### config.mk
export PLATFORM = sky130hd
export DESIGN_NAME = tlb_op_ctrl
export DESIGN_NICKNAME = d
export VERILOG_FILES = /design/src/rtl/tlb_op_ctrl.sv
export SDC_FILE = /design/constraint.sdc
export NUM_CORES = 1
export LEC_CHECK = 0
export BUFFER_PORTS_ARGS = -buffer_cell sky130_fd_sc_hd__buf_4
export CAP_MARGIN = 20
export CELL_PAD_IN_SITES_DETAIL_PLACEMENT = 1
export CELL_PAD_IN_SITES_GLOBAL_PLACEMENT = 2
export CORE_ASPECT_RATIO = 1.4
export CORE_UTILIZATION = 20
export CTS_CLUSTER_SIZE = 12
export DETAILED_ROUTE_END_ITERATION = 16
export PLACE_DENSITY_LB_ADDON = 0.1
export SETUP_SLACK_MARGIN = 0.5
export SLEW_MARGIN = 20
export SYNTH_ARGS = -nofsm -noshare
export SYNTH_HDL_FRONTEND = slang
export SYNTH_SLANG_ARGS = --single-unit
### constraint.sdc
create_clock -name clk -period 1.73 [get_ports clk]
set_clock_uncertainty 0.2 [all_clocks]
set_input_delay 0.346 -clock clk [delete_from_list [all_inputs] [get_ports clk]]
set_output_delay 0.346 -clock clk [all_outputs]
set_load 0.02 [all_outputs]
### src/rtl/tlb_op_ctrl.sv
// ============================================================================
// Module   : tlb_op_ctrl
// Purpose  : Sequences CP0 TLBP/TLBR/TLBWI/TLBWR against the TLB ports and
//            maintains the CP0 Random register.
// Revision : 1.0
// ============================================================================
`default_nettype none

module tlb_op_ctrl #(
    parameter  int TLBNUM = 16,
    localparam int IW     = $clog2(TLBNUM)
) (
    input  logic          clk,
    input  logic          reset,
    input  logic          op_valid,
    input  logic [1:0]    op_type,
    output logic          op_ready,
    input  logic [31:0]   cp0_entryhi,
    input  logic [31:0]   cp0_pagemask,
    input  logic [31:0]   cp0_entrylo0,
    input  logic [31:0]   cp0_entrylo1,
    input  logic [IW-1:0] cp0_index,
    input  logic [IW-1:0] cp0_wired,
    input  logic          cp0_wired_we,
    output logic [18:0]   s_vpn2,
    output logic [7:0]    s_asid,
    input  logic          s_found,
    input  logic [IW-1:0] s_index,
    output logic [IW-1:0] r_index,
    input  logic [89:0]   r_entry,
    output logic          tlb_we,
    output logic [IW-1:0] w_index,
    output logic [89:0]   w_entry,
    output logic [IW-1:0] cp0_random,
    output logic          index_we,
    output logic [31:0]   index_wdata,
    output logic          tlbr_we,
    output logic [31:0]   entryhi_wdata,
    output logic [31:0]   entrylo0_wdata,
    output logic [31:0]   entrylo1_wdata,
    output logic [31:0]   pagemask_wdata,
    output logic          done,
    output logic          refetch_req
);

    typedef enum logic [1:0] {
        S_IDLE = 2'd0,
        S_EXEC = 2'd1,
        S_DONE = 2'd2
    } state_e;

    localparam logic [1:0]    c_op_tlbp   = 2'd0;
    localparam logic [1:0]    c_op_tlbr   = 2'd1;
    localparam logic [1:0]    c_op_tlbwi  = 2'd2;
    localparam logic [1:0]    c_op_tlbwr  = 2'd3;
    localparam logic [IW-1:0] c_rand_max  = IW'(TLBNUM - 1);

    state_e        state_q, state_d;
    logic [1:0]    op_q;
    logic [18:0]   vpn2_q;
    logic [7:0]    asid_q;
    logic [11:0]   mask_q;
    logic [25:0]   lo0_q, lo1_q;
    logic [IW-1:0] index_q, rand_cap_q;
    logic [IW-1:0] random_q, random_d;
    logic [31:0]   index_wdata_q, entryhi_wdata_q, entrylo0_wdata_q;
    logic [31:0]   entrylo1_wdata_q, pagemask_wdata_q;
    logic          accept;
    logic [89:0]   entry_wr;
    logic          unused_bits;

    assign accept   = (state_q == S_IDLE) && op_valid;
    assign op_ready = (state_q == S_IDLE);

    // lo*_q[25:1] is {pfn, c, d, v}; the entry keeps a single G = G0 & G1
    assign entry_wr = {mask_q, vpn2_q, asid_q, lo0_q[0] & lo1_q[0],
                       lo0_q[25:1], lo1_q[25:1]};

    assign cp0_random     = random_q;
    assign index_wdata    = index_wdata_q;
    assign entryhi_wdata  = entryhi_wdata_q;
    assign entrylo0_wdata = entrylo0_wdata_q;
    assign entrylo1_wdata = entrylo1_wdata_q;
    assign pagemask_wdata = pagemask_wdata_q;

    assign unused_bits = ^{cp0_entryhi[12:8], cp0_pagemask[31:25], cp0_pagemask[12:0],
                           cp0_entrylo0[31:26], cp0_entrylo1[31:26]};

    // Random reloads to the top once it reaches or falls below Wired
    always_comb begin
        random_d = random_q - IW'(1);
        if (cp0_wired_we || (random_q <= cp0_wired)) begin
            random_d = c_rand_max;
        end
    end

    always_comb begin
        state_d     = state_q;
        s_vpn2      = '0;
        s_asid      = '0;
        r_index     = '0;
        tlb_we      = 1'b0;
        w_index     = '0;
        w_entry     = '0;
        done        = 1'b0;
        refetch_req = 1'b0;
        index_we    = 1'b0;
        tlbr_we     = 1'b0;
        case (state_q)
            S_IDLE: begin
                if (op_valid) state_d = S_EXEC;
            end
            S_EXEC: begin
                state_d = S_DONE;
                case (op_q)
                    c_op_tlbp: begin
                        s_vpn2 = vpn2_q;
                        s_asid = asid_q;
                    end
                    c_op_tlbr: r_index = index_q;
                    c_op_tlbwi: begin
                        tlb_we  = 1'b1;
                        w_index = index_q;
                        w_entry = entry_wr;
                    end
                    default: begin
                        tlb_we  = 1'b1;
                        w_index = rand_cap_q;
                        w_entry = entry_wr;
                    end
                endcase
            end
            S_DONE: begin
                state_d     = S_IDLE;
                done        = 1'b1;
                refetch_req = 1'b1;
                index_we    = (op_q == c_op_tlbp);
                tlbr_we     = (op_q == c_op_tlbr);
            end
            default: state_d = S_IDLE;
        endcase
        // An operation cut short by reset must not touch the TLB or CP0
        if (reset) begin
            tlb_we      = 1'b0;
            done        = 1'b0;
            refetch_req = 1'b0;
            index_we    = 1'b0;
            tlbr_we     = 1'b0;
        end
    end

    always_ff @(posedge clk) begin
        if (reset) begin
            state_q          <= S_IDLE;
            random_q         <= c_rand_max;
            op_q             <= c_op_tlbp;
            vpn2_q           <= '0;
            asid_q           <= '0;
            mask_q           <= '0;
            lo0_q            <= '0;
            lo1_q            <= '0;
            index_q          <= '0;
            rand_cap_q       <= '0;
            index_wdata_q    <= '0;
            entryhi_wdata_q  <= '0;
            entrylo0_wdata_q <= '0;
            entrylo1_wdata_q <= '0;
            pagemask_wdata_q <= '0;
        end else begin
            state_q  <= state_d;
            random_q <= random_d;
            if (accept) begin
                op_q       <= op_type;
                vpn2_q     <= cp0_entryhi[31:13];
                asid_q     <= cp0_entryhi[7:0];
                mask_q     <= cp0_pagemask[24:13];
                lo0_q      <= cp0_entrylo0[25:0];
                lo1_q      <= cp0_entrylo1[25:0];
                index_q    <= cp0_index;
                rand_cap_q <= random_q;
            end
            if (state_q == S_EXEC && op_q == c_op_tlbp) begin
                index_wdata_q <= s_found ? {{(32-IW){1'b0}}, s_index} : 32'h8000_0000;
            end
            if (state_q == S_EXEC && op_q == c_op_tlbr) begin
                entryhi_wdata_q  <= {r_entry[77:59], 5'b0, r_entry[58:51]};
                pagemask_wdata_q <= {7'b0, r_entry[89:78], 13'b0};
                entrylo0_wdata_q <= {6'b0, r_entry[49:25], r_entry[50]};
                entrylo1_wdata_q <= {6'b0, r_entry[24:0], r_entry[50]};
            end
        end
    end

endmodule

`default_nettype wire

==> results by group <==
Setup path
  – Buf+Inv Stages, Crit Path: 3
  – Req. time, crit path: roughly 1.2 ns
  – Critical path class: reg -> out
  – Worst R2R Start: state_q[1]
  – Kind of end point of the critical path: output port
  – Startpoint Class: flip-flop
  – CP max stage delay: ~0.38 ns
  – Slowest stage cell, crit path: and3b_4
  – Worst EP arrival: about 1.8 ns
  – Family with the most delay on the worst path: simple AND/OR/NAND/NOR gates
  – CP startpoint: state_q[1]
  – Crit Path Max Fanout: 6
  – Cells along the critical path: and3b_4 -> buf_12 -> clkbuf_16 -> and2_4 -> buf_6

Clock network
  – Skew-Pair Late Insertion Delay: 0.53 ns
  – CTS buffer count: 25
  – H-tree depth: 1
  – Root Buffer: clkbuf_16
  – Max Root-Sink Buffers: 3
  – # clock sinks: 202
  – CTS tree: yes
  – Worst-path clk slew: 0.06 ns

Min path
  – Worst min path class: in -> reg
  – Min-Delay Startpoint: reset

Timing
  – Final setup margin: -0.6404 ns
  – Slew Limit Headroom: between 50% and 60%
  – Fin crit share: 137.0%
  – Worst Tran Pin Value: roughly 0.67 ns
  – RSZ-0062 raised after global routing: yes
  – Post-route minimum period: ~2.4 ns
  – Final hold vios: 0
  – Fin Setup TNS: -129.90 ns
  – Final setup fails: ~320
  – Max Fclk: 0.4219 GHz
  – Max-slew violations: 0

Power and ir drop
  – Tot Pwr: between 10000 and 15000 µW
  – Maximum VDD drop: 0.0005484 V
  – Pwr Density: around 710 nW/µm²
  – Static Leak: about 0.0074 µW

Global routing
  – Pin count of the biggest net entering global routing: between 100 and 150
  – Vias in the first global route: ~9600
  – First-pass GRT wire length: roughly 55 mm
  – GRT Residual Overflow: 0
  – Initial antenna violation count: 2
  – Total Routing Usage GR: 15.95%

Final layout
  – Filler Cells Inserted: a little under 5000
  – Share of layout cells above drive strength 1: ~43%
  – Final #Nets: 2003
  – Design area: ~17000 µm²
  – Area growth, synth to finish: 99.61%

Yosys
  – Top FF cell, synth: dfxtp_1
  – Netlist Area Pre-Place: 8588 µm²
  – Register area share after synthesis: 47.09%
  – Post-synth EDFFs: 0
  – Syn avg cell area: ~7.8 µm²
  – Synth Warn #: 0
  – Synth Instances: 1103
  – Number of synthesized register bits: 202
  – Synth cell types: 33
  – Ys async rst share: 0%

Routing
  – WL final: 40.67 mm
  – Post-route ant nets: 0
  – 1st-iter DRT viols: roughly 260
  – Drt pass-1 iters: 4
  – DRC Markers: 0
  – Routed vias/inst: 4.103
  – Vias post-DR: roughly 9500
  – WL per Instance: roughly 18 µm

Place
  – Detailed Place HPWL: roughly 25 mm
  – Port-buffer cells: between 400 and 500
  – Worst slack at placement: -0.1203 ns
  – Final GP Congestion: between 0.7 and 0.8
  – Placed cell area: roughly 13000 µm²

Outcome
  – Outcome: complete, but fails checks
  – Failing checks: negative setup slack

Floorplanning
  – I/O pins: around 530
  – Die area: around 44000 µm²
  – Starting Density: between 20 and 25%
  – Die width: 177.1 µm
  – Die Y-Extent: ~250 µm
  – Core Area: roughly 42000 µm²
  – Rows: slightly below 90

Run
  – Max cap viols: 0
-- worst paths after layout --
kind / to / slack (ns) / depth (start not counted)
worst max-delay path: w_entry[78] / -0.64 / 5
worst min-delay path: state_q[0] / 0.07 / 3
worst max register to register: entryhi_wdata[1] / -0.46 / 12
worst min register to register: entryhi_wdata[7] / 0.25 / 2
-- worst reg2reg max path, cell delays in order (launching register included) --
cell and delay (ns):
dfxtp_4 0.36, buf_6 0.12, buf_6 0.10, and4bb_4 0.38
buf_6 0.11, buf_6 0.08, buf_6 0.08, buf_6 0.08
buf_8 0.12, buf_12 0.15, clkbuf_16 0.17, nand2_1 0.06
a21oi_1 0.12
-- synthesized netlist by cell type, drive strengths merged (2+ instances only) --
cell type | instances | share of area [%]
dfxtp | 202 | 47
mux2i | 4 | 0.47
buf | 109 | 9.5
inv | 5 | 0.22
and2 | 120 | 8.7
xnor2 | 2 | 0.20
nand3 | 4 | 0.23
clkbuf | 38 | 1.7
nor3b | 4 | 0.41
nand2 | 386 | 17
and3b | 2 | 0.20
o211ai | 4 | 0.35
a21oi | 195 | 11
ha | 5 | 0.73
nor2 | 8 | 0.35
nor3 | 2 | 0.12
-- kinds of logic (layout without fill, tap and decap cells) --
group | count (synthesis) | after routing | share of synthesized area, %
compound gates | 202 | 202 | 12.00
flops | 202 | 202 | 47.09
xor+xnor | 2 | 2 | 0.2040
mux | 4 | 4 | 0.4662
simple gates | 535 | 536 | 28.06
fa+ha+maj | 5 | 5 | 0.7284
buf+inv | 152 | 760 | 11.41
other cells | 1 | 65 | 0.04366
-- sequential cells by signal, summed over array words and instances (netlist names) --
name,count
asid_q,8
cp0_random,4
entryhi_wdata,27
entrylo0_wdata,25
entrylo1_wdata,26
index_q,4
index_wdata,5
lo0_q,26
lo1_q,26
mask_q,12
op_q,2
pagemask_wdata,12
rand_cap_q,4
state_q,2
vpn2_q,19
-- repair_timing --
item / CTS / global route
hold buffers: 193 / 0
cloned: 2 / 26
buffers inserted: 2 / 19
pin swaps: 10 / 24
setup endpoints to repair: 432 / 432
hold endpoints to repair: 196 / 0
gates resized for setup: 36 / 205
-- report_power, final --
group | leakage, µW | switching [µW] | internal (µW) | total (µW)
registers | 0.00165 | 125 | 4830 | 4960
logic | 0.00536 | 951 | 1090 | 2040
clock network | 0.000391 | 2120 | 3120 | 5240
total | 0.00740 | 3200 | 9040 | 12200
-- metrics by stage --
step	util [%]	cells	hold WS [ns]
2_1_floorplan	-	1166	0.2386
3_3_place_gp	30.33	2038	0.2391
3_5_place_dp	30.33	2038	0.2481
4_1_cts	37.31	2276	0.06528
5_1_grt	40.62	2322	0.09123
6_report	40.62	2322	0.07442
-- cells in the final DEF, fill, tap and decap left out, types with 7 or more instances in the layout --
cell,synthesis,layout
nand2_1,386,360
buf_12,0,21
a21oi_1,195,165
and2_4,0,120
dfxtp_1,202,194
buf_8,0,7
conb_1,1,64
buf_4,68,323
dlygate4sd3_1,0,193
buf_6,16,151
clkbuf_16,0,42
a21oi_2,0,30
clkbuf_8,0,8
nand2_2,0,20
-- layout make-up --
cell class              count  area, µm²  share of cell area [%]
multi-input cells         813       4516                   26.34
flip-flops and latches    202       4066                   23.72
repair buffers            714       7063                   41.20
well taps                 546      683.2                   3.985
clock inverters             2      35.03                  0.2044
diodes                      1      2.502                 0.01460
inverters                   5      18.77                  0.1095
clock buffers              39      758.2                   4.423
-- routing by layer --
metal  track usage (%)  share of wire (%)  up-vias  routed length [µm]
met3             4.997                7.9       44                3210
met4             4.285                2.0        2                 817
met5                 0              0.042        -                  17
li1                  -                  -     4695                   -
met1             17.51                 37     4468               15000
met2             29.11                 53      318               21630
Power figures use the tool's default switching activity.
